### src/rtl/rv32imc_ss_mem_arbiter_if.sv
// Purpose: bundles the fetch port, load/store port and shared bus port of the memory arbiter.
// Latency: none, this is wiring only.
// Backpressure: requesters hold req until ack/err, and the bus answers with mem_ack/mem_err.
interface rv32imc_ss_mem_arbiter_if;
    // Instruction-fetch port
    logic        instr_req;
    logic [31:0] instr_addr;
    logic        instr_ack;
    logic        instr_err;
    logic [31:0] instr_data_o;
    // Load/store port
    logic        data_req;
    logic        data_wr;
    logic [31:0] data_addr;
    logic [31:0] data_data_i;
    logic        data_ack;
    logic        data_err;
    logic [31:0] data_data_o;
    // Shared system bus
    logic        mem_req;
    logic        mem_wr;
    logic [31:0] mem_addr;
    logic [31:0] mem_data_o;
    logic        mem_ack;
    logic        mem_err;
    logic [31:0] mem_data_i;

    // Arbiter view: accepts hart requests and drives the bus
    modport slave (
        input  instr_req, instr_addr,
        output instr_ack, instr_err, instr_data_o,
        input  data_req, data_wr, data_addr, data_data_i,
        output data_ack, data_err, data_data_o,
        output mem_req, mem_wr, mem_addr, mem_data_o,
        input  mem_ack, mem_err, mem_data_i
    );

    // Environment view: hart ports plus bus responder
    modport master (
        output instr_req, instr_addr,
        input  instr_ack, instr_err, instr_data_o,
        output data_req, data_wr, data_addr, data_data_i,
        input  data_ack, data_err, data_data_o,
        input  mem_req, mem_wr, mem_addr, mem_data_o,
        output mem_ack, mem_err, mem_data_i
    );
endinterface

### src/rtl/rv32imc_ss_mem_arbiter.sv
// Purpose: shares one bus between fetch and load/store, using fixed priority with a fetch starvation guard and a bus timeout.
// Latency: mem_req rises 1 cycle after a request is sampled in IDLE, and ack/err follow mem_ack/mem_err in the same cycle.
// Backpressure: requesters hold req until ack/err; one IDLE cycle separates grants, and a hung bus is cut off after TIMEOUT_CYCLES.
module rv32imc_ss_mem_arbiter #(
    parameter logic        DATA_PRIO      = 1'b1,
    parameter int unsigned STARVE_LIMIT   = 4,
    parameter int unsigned TIMEOUT_CYCLES = 255
) (
    input logic                      clk,
    input logic                      reset,
    rv32imc_ss_mem_arbiter_if.slave  bus
);
    localparam int unsigned SW    = $clog2(STARVE_LIMIT + 1);
    localparam int unsigned TW    = (TIMEOUT_CYCLES > 1) ? $clog2(TIMEOUT_CYCLES) : 1;
    localparam int unsigned TLAST = (TIMEOUT_CYCLES == 0) ? 0 : TIMEOUT_CYCLES - 1;

    typedef enum logic [1:0] {IDLE, GNT_I, GNT_D} state_t;

    state_t        state, state_n;
    logic [SW-1:0] starve_cnt;
    logic [TW-1:0] tmo_cnt;
    logic [31:0]   addr_q;
    logic [31:0]   wdata_q;
    logic          wr_q;

    logic any_req, both_req, starved, grant_d, nonprio_only;
    logic busy, timeout, done, rsp_ok, rsp_err;

    assign any_req  = bus.instr_req | bus.data_req;
    assign both_req = bus.instr_req & bus.data_req;
    assign starved  = (starve_cnt == SW'(STARVE_LIMIT));
    // On a tie the priority side wins unless the other side has waited out its quota
    assign grant_d  = both_req ? (DATA_PRIO ? ~starved : starved) : bus.data_req;
    assign nonprio_only = DATA_PRIO ? (bus.instr_req & ~bus.data_req)
                                    : (bus.data_req & ~bus.instr_req);

    assign busy    = (state != IDLE);
    // tmo_cnt is 0 in the first granted cycle, so the last allowed cycle is TLAST
    assign timeout = (TIMEOUT_CYCLES != 0) && (tmo_cnt == TW'(TLAST));
    assign done    = busy & (bus.mem_ack | bus.mem_err | timeout);
    // Reset aborts silently, and an error outranks a simultaneous ack
    assign rsp_ok  = busy & bus.mem_ack & ~bus.mem_err & ~reset;
    assign rsp_err = busy & (bus.mem_err | (timeout & ~bus.mem_ack)) & ~reset;

    // State register
    always_ff @(posedge clk) begin
        if (reset) state <= IDLE;
        else       state <= state_n;
    end

    // Next state: grant from IDLE, then return to IDLE on completion, error or timeout
    always_comb begin
        state_n = state;
        case (state)
            IDLE:         if (any_req) state_n = grant_d ? GNT_D : GNT_I;
            GNT_I, GNT_D: if (done)    state_n = IDLE;
            default:      state_n = IDLE;
        endcase
    end

    // Starvation counter: counts priority wins while the other side waits
    always_ff @(posedge clk) begin
        if (reset) begin
            starve_cnt <= '0;
        end else if (state == IDLE) begin
            if (both_req)          starve_cnt <= starved ? '0 : starve_cnt + 1'b1;
            else if (nonprio_only) starve_cnt <= '0;
        end
    end

    // Timeout counter: runs only while a grant is outstanding
    always_ff @(posedge clk) begin
        if (reset || state == IDLE) tmo_cnt <= '0;
        else if (!done)             tmo_cnt <= tmo_cnt + 1'b1;
    end

    // Capture the winner's request at grant so later requester changes cannot leak onto the bus
    always_ff @(posedge clk) begin
        if (reset) begin
            addr_q  <= '0;
            wdata_q <= '0;
            wr_q    <= 1'b0;
        end else if (state == IDLE && any_req) begin
            addr_q  <= grant_d ? bus.data_addr : bus.instr_addr;
            wdata_q <= grant_d ? bus.data_data_i : 32'h0;
            wr_q    <= grant_d & bus.data_wr;
        end
    end

    assign bus.mem_req    = busy;
    assign bus.mem_wr     = (state == GNT_D) & wr_q;
    assign bus.mem_addr   = busy ? addr_q : 32'h0;
    assign bus.mem_data_o = (state == GNT_D) ? wdata_q : 32'h0;

    // A requester that dropped req mid-transaction gets no response
    assign bus.instr_ack    = (state == GNT_I) & bus.instr_req & rsp_ok;
    assign bus.instr_err    = (state == GNT_I) & bus.instr_req & rsp_err;
    assign bus.instr_data_o = bus.instr_ack ? bus.mem_data_i : 32'h0;
    assign bus.data_ack     = (state == GNT_D) & bus.data_req & rsp_ok;
    assign bus.data_err     = (state == GNT_D) & bus.data_req & rsp_err;
    assign bus.data_data_o  = bus.data_ack ? bus.mem_data_i : 32'h0;
endmodule

### src/flat_wrapper.sv
// flat-port wrapper written by rule: the top's interface ports become plain ports
module rv32imc_ss_mem_arbiter_flat 
#(
    parameter logic        DATA_PRIO      = 1'b1,
    parameter int unsigned STARVE_LIMIT   = 4,
    parameter int unsigned TIMEOUT_CYCLES = 255
)
  (clk, reset, bus_instr_req, bus_instr_addr, bus_instr_ack, bus_instr_err, bus_instr_data_o, bus_data_req, bus_data_wr, bus_data_addr, bus_data_data_i, bus_data_ack, bus_data_err, bus_data_data_o, bus_mem_req, bus_mem_wr, bus_mem_addr, bus_mem_data_o, bus_mem_ack, bus_mem_err, bus_mem_data_i);
  rv32imc_ss_mem_arbiter_if bus_i ();
  input logic clk;
  input logic reset;
  input wire logic [$bits(bus_i.instr_req)-1:0] bus_instr_req;
  input wire logic [$bits(bus_i.instr_addr)-1:0] bus_instr_addr;
  output wire logic [$bits(bus_i.instr_ack)-1:0] bus_instr_ack;
  output wire logic [$bits(bus_i.instr_err)-1:0] bus_instr_err;
  output wire logic [$bits(bus_i.instr_data_o)-1:0] bus_instr_data_o;
  input wire logic [$bits(bus_i.data_req)-1:0] bus_data_req;
  input wire logic [$bits(bus_i.data_wr)-1:0] bus_data_wr;
  input wire logic [$bits(bus_i.data_addr)-1:0] bus_data_addr;
  input wire logic [$bits(bus_i.data_data_i)-1:0] bus_data_data_i;
  output wire logic [$bits(bus_i.data_ack)-1:0] bus_data_ack;
  output wire logic [$bits(bus_i.data_err)-1:0] bus_data_err;
  output wire logic [$bits(bus_i.data_data_o)-1:0] bus_data_data_o;
  output wire logic [$bits(bus_i.mem_req)-1:0] bus_mem_req;
  output wire logic [$bits(bus_i.mem_wr)-1:0] bus_mem_wr;
  output wire logic [$bits(bus_i.mem_addr)-1:0] bus_mem_addr;
  output wire logic [$bits(bus_i.mem_data_o)-1:0] bus_mem_data_o;
  input wire logic [$bits(bus_i.mem_ack)-1:0] bus_mem_ack;
  input wire logic [$bits(bus_i.mem_err)-1:0] bus_mem_err;
  input wire logic [$bits(bus_i.mem_data_i)-1:0] bus_mem_data_i;
  assign bus_i.instr_req = bus_instr_req;
  assign bus_i.instr_addr = bus_instr_addr;
  assign bus_instr_ack = bus_i.instr_ack;
  assign bus_instr_err = bus_i.instr_err;
  assign bus_instr_data_o = bus_i.instr_data_o;
  assign bus_i.data_req = bus_data_req;
  assign bus_i.data_wr = bus_data_wr;
  assign bus_i.data_addr = bus_data_addr;
  assign bus_i.data_data_i = bus_data_data_i;
  assign bus_data_ack = bus_i.data_ack;
  assign bus_data_err = bus_i.data_err;
  assign bus_data_data_o = bus_i.data_data_o;
  assign bus_mem_req = bus_i.mem_req;
  assign bus_mem_wr = bus_i.mem_wr;
  assign bus_mem_addr = bus_i.mem_addr;
  assign bus_mem_data_o = bus_i.mem_data_o;
  assign bus_i.mem_ack = bus_mem_ack;
  assign bus_i.mem_err = bus_mem_err;
  assign bus_i.mem_data_i = bus_mem_data_i;
  rv32imc_ss_mem_arbiter #(.DATA_PRIO(DATA_PRIO), .STARVE_LIMIT(STARVE_LIMIT), .TIMEOUT_CYCLES(TIMEOUT_CYCLES)) u_core (.clk(clk), .reset(reset), .bus(bus_i));
endmodule
### config.mk
export PLATFORM = sky130hd
export DESIGN_NAME = rv32imc_ss_mem_arbiter_flat
export DESIGN_NICKNAME = d
export VERILOG_FILES = /design/src/rtl/rv32imc_ss_mem_arbiter_if.sv /design/src/rtl/rv32imc_ss_mem_arbiter.sv /design/src/flat_wrapper.sv
export SDC_FILE = /design/constraint.sdc
export NUM_CORES = 1
export LEC_CHECK = 0
export ABC_AREA = 1
export BUFFER_PORTS_ARGS = -buffer_cell sky130_fd_sc_hd__buf_4
export CAP_MARGIN = 20
export CORE_AREA = 2 2 129 81
export DETAILED_ROUTE_END_ITERATION = 10
export DIE_AREA = 0 0 131 83
export GPL_TIMING_DRIVEN = 1
export PLACE_DENSITY = 0.95
export SYNTH_ARGS = -nofsm -noshare
export SYNTH_HDL_FRONTEND = slang
export SYNTH_SLANG_ARGS = --single-unit
### constraint.sdc
create_clock -name clk -period 4.6 [get_ports clk]
set_clock_uncertainty 0.2 [all_clocks]
set_input_delay 0.23 -clock clk [delete_from_list [all_inputs] [get_ports clk]]
set_output_delay 0.23 -clock clk [all_outputs]
set_load 0.02 [all_outputs]
==> flow_summary_export.csv <==
group,metric,value,unit
cts,post-cts-setup-buffers,0,
grt,grt_overflow,0,
sta,fin_ws,1527,ps
sta,maxSlewHeadroom,34.23,%
layout,final_util,72.95,%
detailed_routing,vias,5413,
critical_path,reg2reg_slack,2000,ps
detailed_routing,dr.pass1.iters,6,
floorplan,core,9634,sq um
floorplan,die_x,131,microns
critical_path,critPathLaunchType,"flip-flop",
grt,grt_pass1_wl,24170,microns
sta,drv_slew,0,
sta,tns,0,ps
yosys,ys_seq_area_share,35.09,%
cts,ctsLongestPathBuffers,2,
cts,insertion_delay,330,ps
critical_path,worst-path-max-fanout,32,
sta,post-route-min-period,3073,ps
grt,grt_max_degree,68,
critical_path,worstSetupEndpointType,"output port",
yosys,synthTopCellsByArea,"dfxtp_1, nand2_1, inv_1",
yosys,synth_enable_flop_cells,0,
floorplan,die_height,83,microns
critical_path,arrival,2640,ps
status,outcome,"complete, no violations",
floorplan,rows,28,
grt,grt_usage,27.64,%
cts,path_clk_slew,60,ps
layout,final-seq-area,1562,sq um
yosys,yosys.area.top_type,"dfxtp_1",
layout,multi_input_area,2068,sq um
yosys,synth.most_common_cell,"nand2_1",
yosys,avgSynthCellArea,6.164,sq um
detailed_routing,initialDrtViolationCount,201,
layout,drive_above_1_share,29.78,%
yosys,synth_ff_type,"dfxtp_1",
place,dp_slack,1904,ps
yosys,async_flop_share,0,%
sta,worstMarginPinSlew,980.5,ps
yosys,syn_inst,722,
yosys,ys_top_cells_by_count,"nand2_1, inv_1, nor2_1",
layout,fillers,758,
detailed_routing,postRouteAntennaNets,0,
power_and_ir_drop,p_per_area,290.5,nW/um^2
cts,cts_tree,"done",
sta,fmax,0.3254,GHz
sta,hold_viol_final,0,
critical_path,cp.required,4170,ps
layout,antennaDiodeCount,0,
detailed_routing,wl_per_cell,13.68,microns
place,gp_congestion,0.8960,
detailed_routing,viasPerCell,4.795,
yosys,yosysWarningCount,0,
job,cap_violations,0,
cts,post_cts_resized,0,
layout,syn_to_final_growth,57.91,%
yosys,synth_cell_types,22,
place,hpwl,11200,microns
cts,ctsHoldBuffers,28,
floorplan,pin_count,269,
floorplan,die-area,10870,sq um
grt,grt_pass1_vias,5115,
place,port_buffers,268,
cts,ctsHtreeMaxLevel,3,
cts,clockRootBuffer,"clkbuf_16",
critical_path,crit_type,"flip-flop to output port",
cts,clock_sinks,78,
sta,setup_violations,0,
min_path,hold_class,"input pin to flip-flop",
layout,nets,1132,
power_and_ir_drop,ir_drop,0.1975,mV
power_and_ir_drop,p_leak,0.003925,uW
grt,antenna_found_initial,0,
cts,cts-buffers-inserted,9,
yosys,synth_seq_cells,78,
yosys,syn-cell-area,4451,sq um
yosys,synth_top_area_share,35.09,%
detailed_routing,routed_wl,15450,microns
floorplan,initial_core_util,46.19,%
sta,finalCritPeriodShare,66.80,%
detailed_routing,drc_errors,0,
yosys,synthesis.nets,864,
sta,grt_setup_unrepaired,"false",
layout make-up:
type | count | share of cell area (%)
clock inverters | 5 | 0.8545
clock buffers | 10 | 3.258
well taps | 135 | 2.403
repair buffers | 302 | 33.61
inverters | 154 | 8.225
multi-input cells | 445 | 29.43
flip-flops and latches | 78 | 22.22
metal layers:
layer	part of all wire (%)	track usage, %
met1	40	31.26
met2	49	48.19
met3	7.9	8.376
met4	3.3	11.03
met5	0	0
layout by cell type, fill, tap and decap left out, types with 2 or more instances in the layout:
cell / netlist / final
nand4_1: 2 / 2
dfxtp_1: 78 / 78
buf_12: 0 / 2
dlygate4sd3_1: 0 / 28
clkbuf_16: 0 / 9
o21ai_0: 5 / 5
xnor2_1: 2 / 2
nand3_1: 82 / 82
inv_2: 4 / 5
buf_4: 1 / 272
inv_1: 149 / 148
nor3_1: 7 / 7
o211ai_1: 32 / 32
ha_1: 7 / 7
nand2_1: 155 / 155
a21oi_1: 46 / 46
nor2_1: 103 / 103
through the flow:
step	std cells	cell area (sq um)	total power [uW]	hold slack [ps]
final	1129	7028	2042	3.636
after detailed placement	1085	6439	1334	255.5
after global placement	1085	6439	1321	251.3
after floorplan	722	4451	1124	180.3
after global routing	1129	7028	2153	7.656
after CTS	1128	7008	2052	0.6017
worst paths after layout:
| check | to | startpoint | cells after the start |
|---|---|---|---|
| setup reg to reg | u_core.wdata_q[14]$_SDFFE_PP0P_ | u_core.state[0]$_SDFFE_PP0P_ | 8 |
| hold reg to reg | u_core.wdata_q[6]$_SDFFE_PP0P_ | u_core.wdata_q[6]$_SDFFE_PP0P_ | 2 |
| hold / removal | u_core.wdata_q[27]$_SDFFE_PP0P_ | bus_data_data_i[27] | 3 |
| setup / recovery | bus_data_data_o[23] | u_core.state[0]$_SDFFE_PP0P_ | 9 |
kinds of logic (layout without fill, tap and decap cells):
| group | after synthesis | in the layout | synth area share (%) |
|---|---|---|---|
| AOI/OAI and AO/OA | 85 | 85 | 11.67 |
| and+or+nand+nor | 351 | 351 | 32.44 |
| adders and majority gates | 7 | 7 | 1.968 |
| buffers and inverters | 199 | 471 | 18.44 |
| xor gates and xnor gates | 2 | 2 | 0.3937 |
| DFF | 78 | 78 | 35.09 |
registers in the layout, summed over array words and instances, names as in the netlist:
signal and cells:
u_core.addr_q 32, u_core.starve_cnt 3, u_core.tmo_cnt 8, u_core.wdata_q 32, u_core.state 2, u_core.wr_q 1
worst max-delay path: stages, from the launching register on:
cell	delay, ps
dfxtp_1	350
inv_1	70
ha_1	330
buf_4	290
nor2_4	190
nand3_1	110
nor3_1	300
inv_2	300
nor2_1	200
buf_4	160
power breakdown:
| part | switching [uW] | total [uW] | internal [uW] |
|---|---|---|---|
| clock network | 274 | 693 | 419 |
| registers | 39.5 | 786 | 746 |
| logic | 328 | 563 | 235 |
| total | 642 | 2040 | 1400 |
(Power assumes the default switching activity.)
